`config.mk`:
```
export PLATFORM = sky130hd
export DESIGN_NAME = muxn_sched
export DESIGN_NICKNAME = d
export VERILOG_FILES = /design/src/rtl/muxn_sched.sv
export SDC_FILE = /design/constraint.sdc
export NUM_CORES = 1
export LEC_CHECK = 0
export CORE_MARGIN = 2
export CORE_UTILIZATION = 47
export CTS_CLUSTER_SIZE = 14
export DETAILED_ROUTE_END_ITERATION = 16
export PLACE_DENSITY_LB_ADDON = 0.12
export SYNTH_ARGS = -nofsm -noshare
export SYNTH_HDL_FRONTEND = slang
export SYNTH_SLANG_ARGS = --single-unit
```
`constraint.sdc`:
```
create_clock -name inClock -period 3.85 [get_ports inClock]
set_input_delay 0.385 -clock inClock [delete_from_list [all_inputs] [get_ports inClock]]
set_output_delay 0.385 -clock inClock [all_outputs]
set_load 0.02 [all_outputs]
```
`src/rtl/muxn_sched.sv`:
```
// rtl/muxn_sched.sv - round-robin scheduler sharing the 4-lane MUXN datapath between four requesters
// Optional feature macro: MUXN_SCHED_BURST_EN (holder keeps priority for up to BURST_MAX transfers)
module muxn_sched #(
  parameter int BURST_MAX = 4
) (
  input  logic        inClock,
  input  logic        inReset,
  input  logic [3:0]  inReq,
  input  logic [15:0] inReqData,
  input  logic        inFlush,
  output logic [3:0]  outGrant,
  output logic [1:0]  outSel,
  output logic [3:0]  outMuxData,
  output logic        outMuxEnable,
  output logic        outValid,
  output logic [1:0]  outLane,
  output logic        outBusy,
  output logic        outFlushDone
);

  typedef enum logic [1:0] {IDLE, SERVE, DRAIN} state_t;

  state_t     state;
  state_t     state_next;
  logic [1:0] ptr;
  logic       drain_cnt;
  logic       flush_done_next;
  logic       d1_en;
  logic [1:0] d1_sel;
  logic [3:0] rr_grant;
  logic [3:0] grant;
  logic       grant_ok;
  logic       xfer;
  logic [1:0] xfer_lane;

  generate
    if (BURST_MAX < 1 || BURST_MAX > 15) begin : g_bad_burst_max
      $error("muxn_sched: BURST_MAX must be in 1..15");
    end
  endgenerate

  assign grant_ok = (state != DRAIN) && !inFlush;

  // Scan from ptr+1 upward; iterating downward lets the nearest lane overwrite.
  always_comb begin
    logic [1:0] idx;
    rr_grant = 4'b0000;
    idx      = 2'd0;
    for (int k = 4; k >= 1; k--) begin
      idx = ptr + 2'(k);
      if (inReq[idx]) rr_grant = 4'b0001 << idx;
    end
  end

`ifdef MUXN_SCHED_BURST_EN
  localparam logic [3:0] BurstLimit = 4'(BURST_MAX);
  logic [3:0] burst_cnt;
  logic       burst_hold;

  // A nonzero count means ptr transferred on the previous edge.
  assign burst_hold = (burst_cnt != 4'd0) && (burst_cnt < BurstLimit) && inReq[ptr];
  assign grant      = !grant_ok  ? 4'b0000 :
                      burst_hold ? (4'b0001 << ptr) : rr_grant;
`else
  assign grant = grant_ok ? rr_grant : 4'b0000;
`endif

  assign outGrant = grant;
  assign xfer     = |grant;

  always_comb begin
    xfer_lane = 2'd0;
    unique case (grant)
      4'b0010: xfer_lane = 2'd1;
      4'b0100: xfer_lane = 2'd2;
      4'b1000: xfer_lane = 2'd3;
      default: xfer_lane = 2'd0;
    endcase
  end

  always_comb begin
    state_next      = state;
    flush_done_next = 1'b0;
    unique case (state)
      IDLE: begin
        if (inFlush)   state_next = DRAIN;
        else if (xfer) state_next = SERVE;
      end
      SERVE: begin
        if (inFlush)    state_next = DRAIN;
        else if (!xfer) state_next = IDLE;
      end
      DRAIN: begin
        if (drain_cnt) begin
          state_next      = IDLE;
          flush_done_next = 1'b1;
        end
      end
      default: state_next = IDLE;
    endcase
  end

  always_ff @(posedge inClock) begin
    if (inReset) begin
      state        <= IDLE;
      ptr          <= 2'd3;
      drain_cnt    <= 1'b0;
      outFlushDone <= 1'b0;
      outSel       <= 2'd0;
      outMuxData   <= 4'd0;
      outMuxEnable <= 1'b0;
      d1_en        <= 1'b0;
      d1_sel       <= 2'd0;
      outValid     <= 1'b0;
      outLane      <= 2'd0;
    end else begin
      state        <= state_next;
      outFlushDone <= flush_done_next;
      drain_cnt    <= (state == DRAIN) ? ~drain_cnt : 1'b0;
      outMuxEnable <= xfer;
      if (xfer) begin
        outSel     <= xfer_lane;
        outMuxData <= inReqData[xfer_lane*4 +: 4];
        ptr        <= xfer_lane;
      end
      // Mirrors the datapath's capture and output registers.
      d1_en    <= outMuxEnable;
      d1_sel   <= outSel;
      outValid <= d1_en;
      outLane  <= d1_sel;
    end
  end

`ifdef MUXN_SCHED_BURST_EN
  always_ff @(posedge inClock) begin
    if (inReset) begin
      burst_cnt <= 4'd0;
    end else if (state == DRAIN || !xfer) begin
      burst_cnt <= 4'd0;
    end else if (xfer_lane == ptr && burst_cnt != 4'd0) begin
      if (burst_cnt < BurstLimit) burst_cnt <= burst_cnt + 4'd1;
    end else begin
      burst_cnt <= 4'd1;
    end
  end
`endif

  assign outBusy = (state != IDLE) | outMuxEnable | d1_en | outValid;

endmodule

```
# Yosys cells after proc, flatten, opt, wreduce, memory -nomap -nowiden
# Cells that the tools add are included.
dict set report word_totals {
  wordCells 65
  out_inout_bits 16
  ff_bits 19
}
dict set report classes {
  n_bitwise 5
  n_addsub 3
  muxes 21
  n_reduce_logical 7
  magnitude_cmp 4
  shifts 5
  eq_ne 9
}
# op n
set ops {}
lappend ops {{4-bit two-way mux} 5}
lappend ops {{16-bit by 5-bit variable part select with 4-bit output} 1}
lappend ops {{1-bit by 2-bit << shifter with 4-bit output (first input constant)} 4}
lappend ops {{2-bit by 3-bit less-than comparator with 1-bit output (second input constant)} 4}
lappend ops {{2-bit case mux with 3 select lines} 2}
lappend ops {{2-bit two-way mux} 5}
lappend ops {{1-bit binary-select mux with 2-bit select} 4}
lappend ops {{3-bit inequality test (second input constant)} 2}
lappend ops {{1-bit two-way mux} 5}
lappend ops {{2-bit adder (second input constant)} 2}
lappend ops {{4-bit by 2-bit equality test with 1-bit output (second input constant)} 1}
lappend ops {{4-bit by 3-bit equality test with 1-bit output (second input constant)} 1}
lappend ops {{4-bit equality test (second input constant)} 1}
lappend ops {{2-bit inequality test (second input constant)} 2}
lappend ops {{4-bit OR reduction} 1}
lappend ops {{1-bit OR} 3}
lappend ops {{3-bit AND reduction} 1}
lappend ops {{2-bit by 1-bit adder with 2-bit output (second input constant)} 1}
lappend ops {{2-bit by 1-bit equality test with 1-bit output (second input constant)} 1}
lappend ops {{2-bit equality test (second input constant)} 1}
lappend ops {{2-bit logical NOT} 1}
lappend ops {{1-bit inverter} 2}
lappend ops {{2-bit nonzero test} 1}
lappend ops {{2-bit OR reduction} 1}
lappend ops {{2 further kinds} 2}

# Logic depth before layout (Yosys ltp)
dict set report logic_depth {
  word_depth 11
  mapped_depth 12
  mapped_depth_nobuf 10
}

# Least setup slack after synthesis
# No wires, ideal clock.
dict set report synth_timing {
  path_kind {register to register}
  start {register ptr[0]}
  end {register outMuxData[0]}
  synth_period_minus_slack_ns 3.187
  slack_ns 0.663
  stages_incl_launch_ff 13
  t_arrival_ns 3.061
  path_cell_list {dfxtp_1 > buf_6 > buf_2 > inv_1 > ha_1 > mux4_2 > nor3_2 > o21ai_0 > o21ai_1 > nor2_1 > nand2_2 > mux2i_1 > o211ai_1}
}
dict set report synth_via {
  elab_chain_cells 10
  elab_cells_between_ends 26
  classes_between {add/sub: 3; eq/ne: 3; shift: 5; mux: 14; reduce/logical: 1}
}
# item line
set synth_lines {}
lappend synth_lines {{start, declared} 25} ;# logic [1:0] ptr;
lappend synth_lines {{start signal, assigned} 124} ;# ptr <= xfer_lane;
lappend synth_lines {{2-bit adder or 1-bit binary-select mux with 2-bit select (tied branches)} {50, 51}}
lappend synth_lines {{1-bit binary-select mux with 2-bit select or 1-bit two-way mux (tied branches)} 51} ;# if (inReq[idx]) rr_grant = 4'b0001 << idx;
lappend synth_lines {{1-bit two-way mux (implied by the code) or 4-bit two-way mux (tied branches)} 51}
lappend synth_lines {{4-bit two-way mux (2 in series)} 51}
lappend synth_lines {{4-bit two-way mux (*)} 51}
lappend synth_lines {{4-bit two-way mux (*)} 65} ;# assign grant = grant_ok ? rr_grant : 4'b0000;
lappend synth_lines {{via outGrant[0]} 11} ;# output logic [3:0] outGrant,
lappend synth_lines {{4-bit equality test (tied with other cells)} 73} ;# unique case (grant)
lappend synth_lines {{2-bit case mux with 3 select lines} 73}
lappend synth_lines {{16-bit by 5-bit variable part select with 4-bit output} 123} ;# outMuxData <= inReqData[xfer_lane*4 +: 4];
lappend synth_lines {{end signal, assigned} 123}
lappend synth_lines {{end, declared} 13} ;# output logic [3:0] outMuxData,
# Mark *: on every way through the listed nets, which the timed path passes. The rest lies on a longest branch. The select of a mux whose other input is x is not followed.
# A chain may end at the register's enable or synchronous reset.

# Worst setup path after layout
dict set report layout_timing {
  start {register ptr[1]}
  end {output port outGrant[0]}
}
dict set report layout_via {
  elab_chain_cells 7
  elab_cells_between_ends 20
  classes_between {add/sub: 3; shift: 4; mux: 13}
}
# item line
set layout_lines {}
lappend layout_lines {{2-bit adder or 1-bit binary-select mux with 2-bit select (tied branches)} {50, 51}}
lappend layout_lines {{1-bit binary-select mux with 2-bit select or 1-bit two-way mux (tied branches)} 51}
lappend layout_lines {{1-bit two-way mux (implied by the code) or 4-bit two-way mux (tied branches)} 51}
lappend layout_lines {{4-bit two-way mux (2 in series)} 51}
lappend layout_lines {{4-bit two-way mux (*)} 51}
lappend layout_lines {{4-bit two-way mux (*)} 65}
lappend layout_lines {{end, declared} 11}
# Mark *: on every way between the ends. The rest lies on a longest branch, timed or not. The select of a mux whose other input is x is not followed.

==> qor.yml <==
vias: 1173
r2r-end: "outMuxData[0]"
ir_drop_mv: 0.474
h-tree-depth: 1
post-dp-hpwl_mm: 2.43
path_buf_inv: 3
endpoint_kind: "output pin"
fmax_ghz: 0.283
synth_flop_cell: "dfxtp_1"
synth.yosys.seq_area_share_pct: 28.7
yosys.area.top_type: "dfxtp_1"
crit_path_start_kind: "register"
hold_path_class: "reg -> reg"
post_route_cells_drive_above_1_share_pct: 14.5
start_util_pct: 48.9
path_cells: "buf_4 > inv_1 > ha_1 > mux4_2 > nor3_2 > o21ai_0 > o21ai_1 > clkdlybuf4s50_1"
cp.required_ns: 3.46
syn_avg_cell_area_um2: 9.46
insertion_delay_ns: 0.29
synth_area_mm2: 0.00133
yosys_warnings: 0
wl_mm: 3.05
netlist_instances: 140
numCtsBuffers: 3
area_delta_synth_final_pct: 32.1
clkTransAtPathRegs_ns: 0.10
drv_slew: 0
worst_pin_slew_ns: 0.650
final_area_mm2: 0.00175
hold_start: "d1_sel[1]"
placed_area_mm2: 0.00172
drc_errors: 0
critical_path.slowest_cell: "clkdlybuf4s50_1"
detail-route-antenna-nets: 0
crit_cells: 8
rows: 19
drtIter0Drc: 30
path_class: "reg -> out"
drt_pre_antenna_iters: 4
relSlewSlack_pct: 56.5
layout_commonest_cell: "clkdlybuf4s50_1"
dp.cells: 206
p_leak_nw: 0.682
die_h_um: 57.1
diodes: 0
overflow: 0
critPathMaxFanout: 9
cts_root_buf: "clkbuf_4"
yosysTopAreaCellShare_pct: 28.7
final-setup-viol-count: 0
cpPeakStageDelay_ns: 0.67
synth_fp_nets: 169
ys_ff_latch: 19
final.period_utilization_pct: 91.8
grt_usage_pct: 20.3
r2r_start: "ptr[1]"
min_delay_path_depth: 1
clock-sinks: 19
cts_buffer_depth: 2
outcome: "completed"
grt_setup_unrepaired: "false"
design.core.area_mm2: 0.00271
power.density_mw_per_mm2: 742
post_cts_buffers: 0
grt_pass1_vias: 1172
tritoncts: "done"
skew_ns: 0.00129
cts.repair.resized: 0
portBuffers: 38
antenna_found_initial: 0
hold_viol: 0
layout_common_cells: "clkdlybuf4s50_1 (38), dfxtp_1 (19), nand2_1 (14)"
r2r_cells: 11
synth_edf_count: 0
async_flop_share_pct: 0
gp_congestion: 0.785
cpLargestDelayFamily: "buffers and inverters"
wl_per_cell_um: 14.5
synth_cell_types: 43
hold_end: "outLane[1]"
nets: 209
layout.cells.non_filler: 210
crit_arrival_ns: 3.15
hold_buffers: 0
reg2reg_slack_ns: 0.77
pin_count: 39
grt_max_degree: 19
period_minus_slack_ns: 3.53
die_area_mm2: 0.00326
die_w_um: 57.1
tns_ns: 0
grt_pass1_wl_mm: 5.22
via_per_inst: 5.59
synthTopCellsByArea: "dfxtp_1 (29%), mux2i_1 (6.8%), mux4_2 (6.8%), ha_1 (5.7%), nand2_1 (4.0%)"
drv_cap: 0
report_power, final:
part | switching (W) | internal (W) | leakage [nW] | total, W
combinational | 0.000517 | 0.000413 | 0.512 | 0.000930
sequential | 0.0000255 | 0.000248 | 0.156 | 0.000273
clock | 0.0000561 | 0.0000403 | 0.0150 | 0.0000964
total | 0.000598 | 0.000701 | 0.682 | 0.00130
sequential cells by signal, indices dropped and copies added, names as in the netlist:
| signal | count |
|---|---|
| d1_sel | 2 |
| outFlushDone | 1 |
| outLane | 2 |
| outValid | 1 |
| state | 2 |
| outMuxData | 4 |
| drain_cnt | 1 |
| d1_en | 1 |
| ptr | 2 |
| outMuxEnable | 1 |
| outSel | 2 |
area by class of cell:
type | count | area [um2]
tap | 31 | 38.8
clock buffer | 4 | 26.3
multi-input combinational | 111 | 891
fill | 236 | 960
sequential | 19 | 380
timing repair buffer | 40 | 395
inverter | 5 | 18.8
worst max path at each step:
stage               startpoint  slack, ns            end
finish                  ptr[1]       0.32    outGrant[0]
global route            ptr[1]       0.08    outGrant[0]
CTS                     ptr[1]       0.31    outGrant[0]
detailed placement      ptr[1]       0.66    outGrant[0]
global placement        ptr[1]       0.75    outGrant[0]
floorplan               ptr[0]       0.66  outMuxData[0]
through the flow:
step / hold WS, ns / setup WS (ns) / total power, W / util [%]
detailed placement: 0.437 / 0.659 / 0.00120 / 63.6
global placement: 0.417 / 0.754 / 0.00118 / 63.6
CTS: 0.460 / 0.305 / 0.00130 / 64.6
floorplan: 0.414 / 0.663 / 0.000976 / -
finish: 0.452 / 0.317 / 0.00130 / 64.6
global route: 0.474 / 0.0838 / 0.00140 / 64.6
synthesized netlist by cell type, types with 2 or more instances:
cell       n
o21ai_1    2
mux2i_1    9
nor3b_1    3
o21ai_0    5
mux4_2     4
clkbuf_1   2
a21bo_1    4
a21oi_1    3
xnor2_1    2
nor2b_1    7
dfxtp_1   19
inv_1      5
o211ai_1   4
buf_6      2
nand2b_1   4
nand2_1   14
ha_1       6
o21ai_4    2
nor3_2     2
o22ai_1    2
nor2_1    10
nand3_1    8
layer usage:
metal | global-route usage, % | up-vias | part of all wire [%]
met1 | 27.1 | 554 | 46
met3 | 4.31 | 4 | 4.9
met2 | 33.7 | 38 | 48
met5 | 0 | - | 0
li1 | - | 577 | -
met4 | 4.65 | 0 | 0.79
worst reg2reg max path, cell delays in order, from the launching register on:
cell,delay (ns)
dfxtp_1,0.32
buf_4,0.17
inv_1,0.09
ha_1,0.40
mux4_2,0.63
nor3_2,0.20
o21ai_1,0.12
o21ai_4,0.22
xor2_2,0.27
nand2_2,0.19
mux2i_1,0.24
o211ai_1,0.12
cells by family (layout without fill, tap and decap cells):
group	count (synthesis)	after routing	synth area share, %
fa+ha+maj	6	6	5.67
buf+inv	10	49	4.06
mux	14	14	14.4
simple gates	59	59	25.2
xor+xnor	3	3	2.55
compound gates	29	29	19.4
flops	19	19	28.7
(Power assumes the default switching activity.)
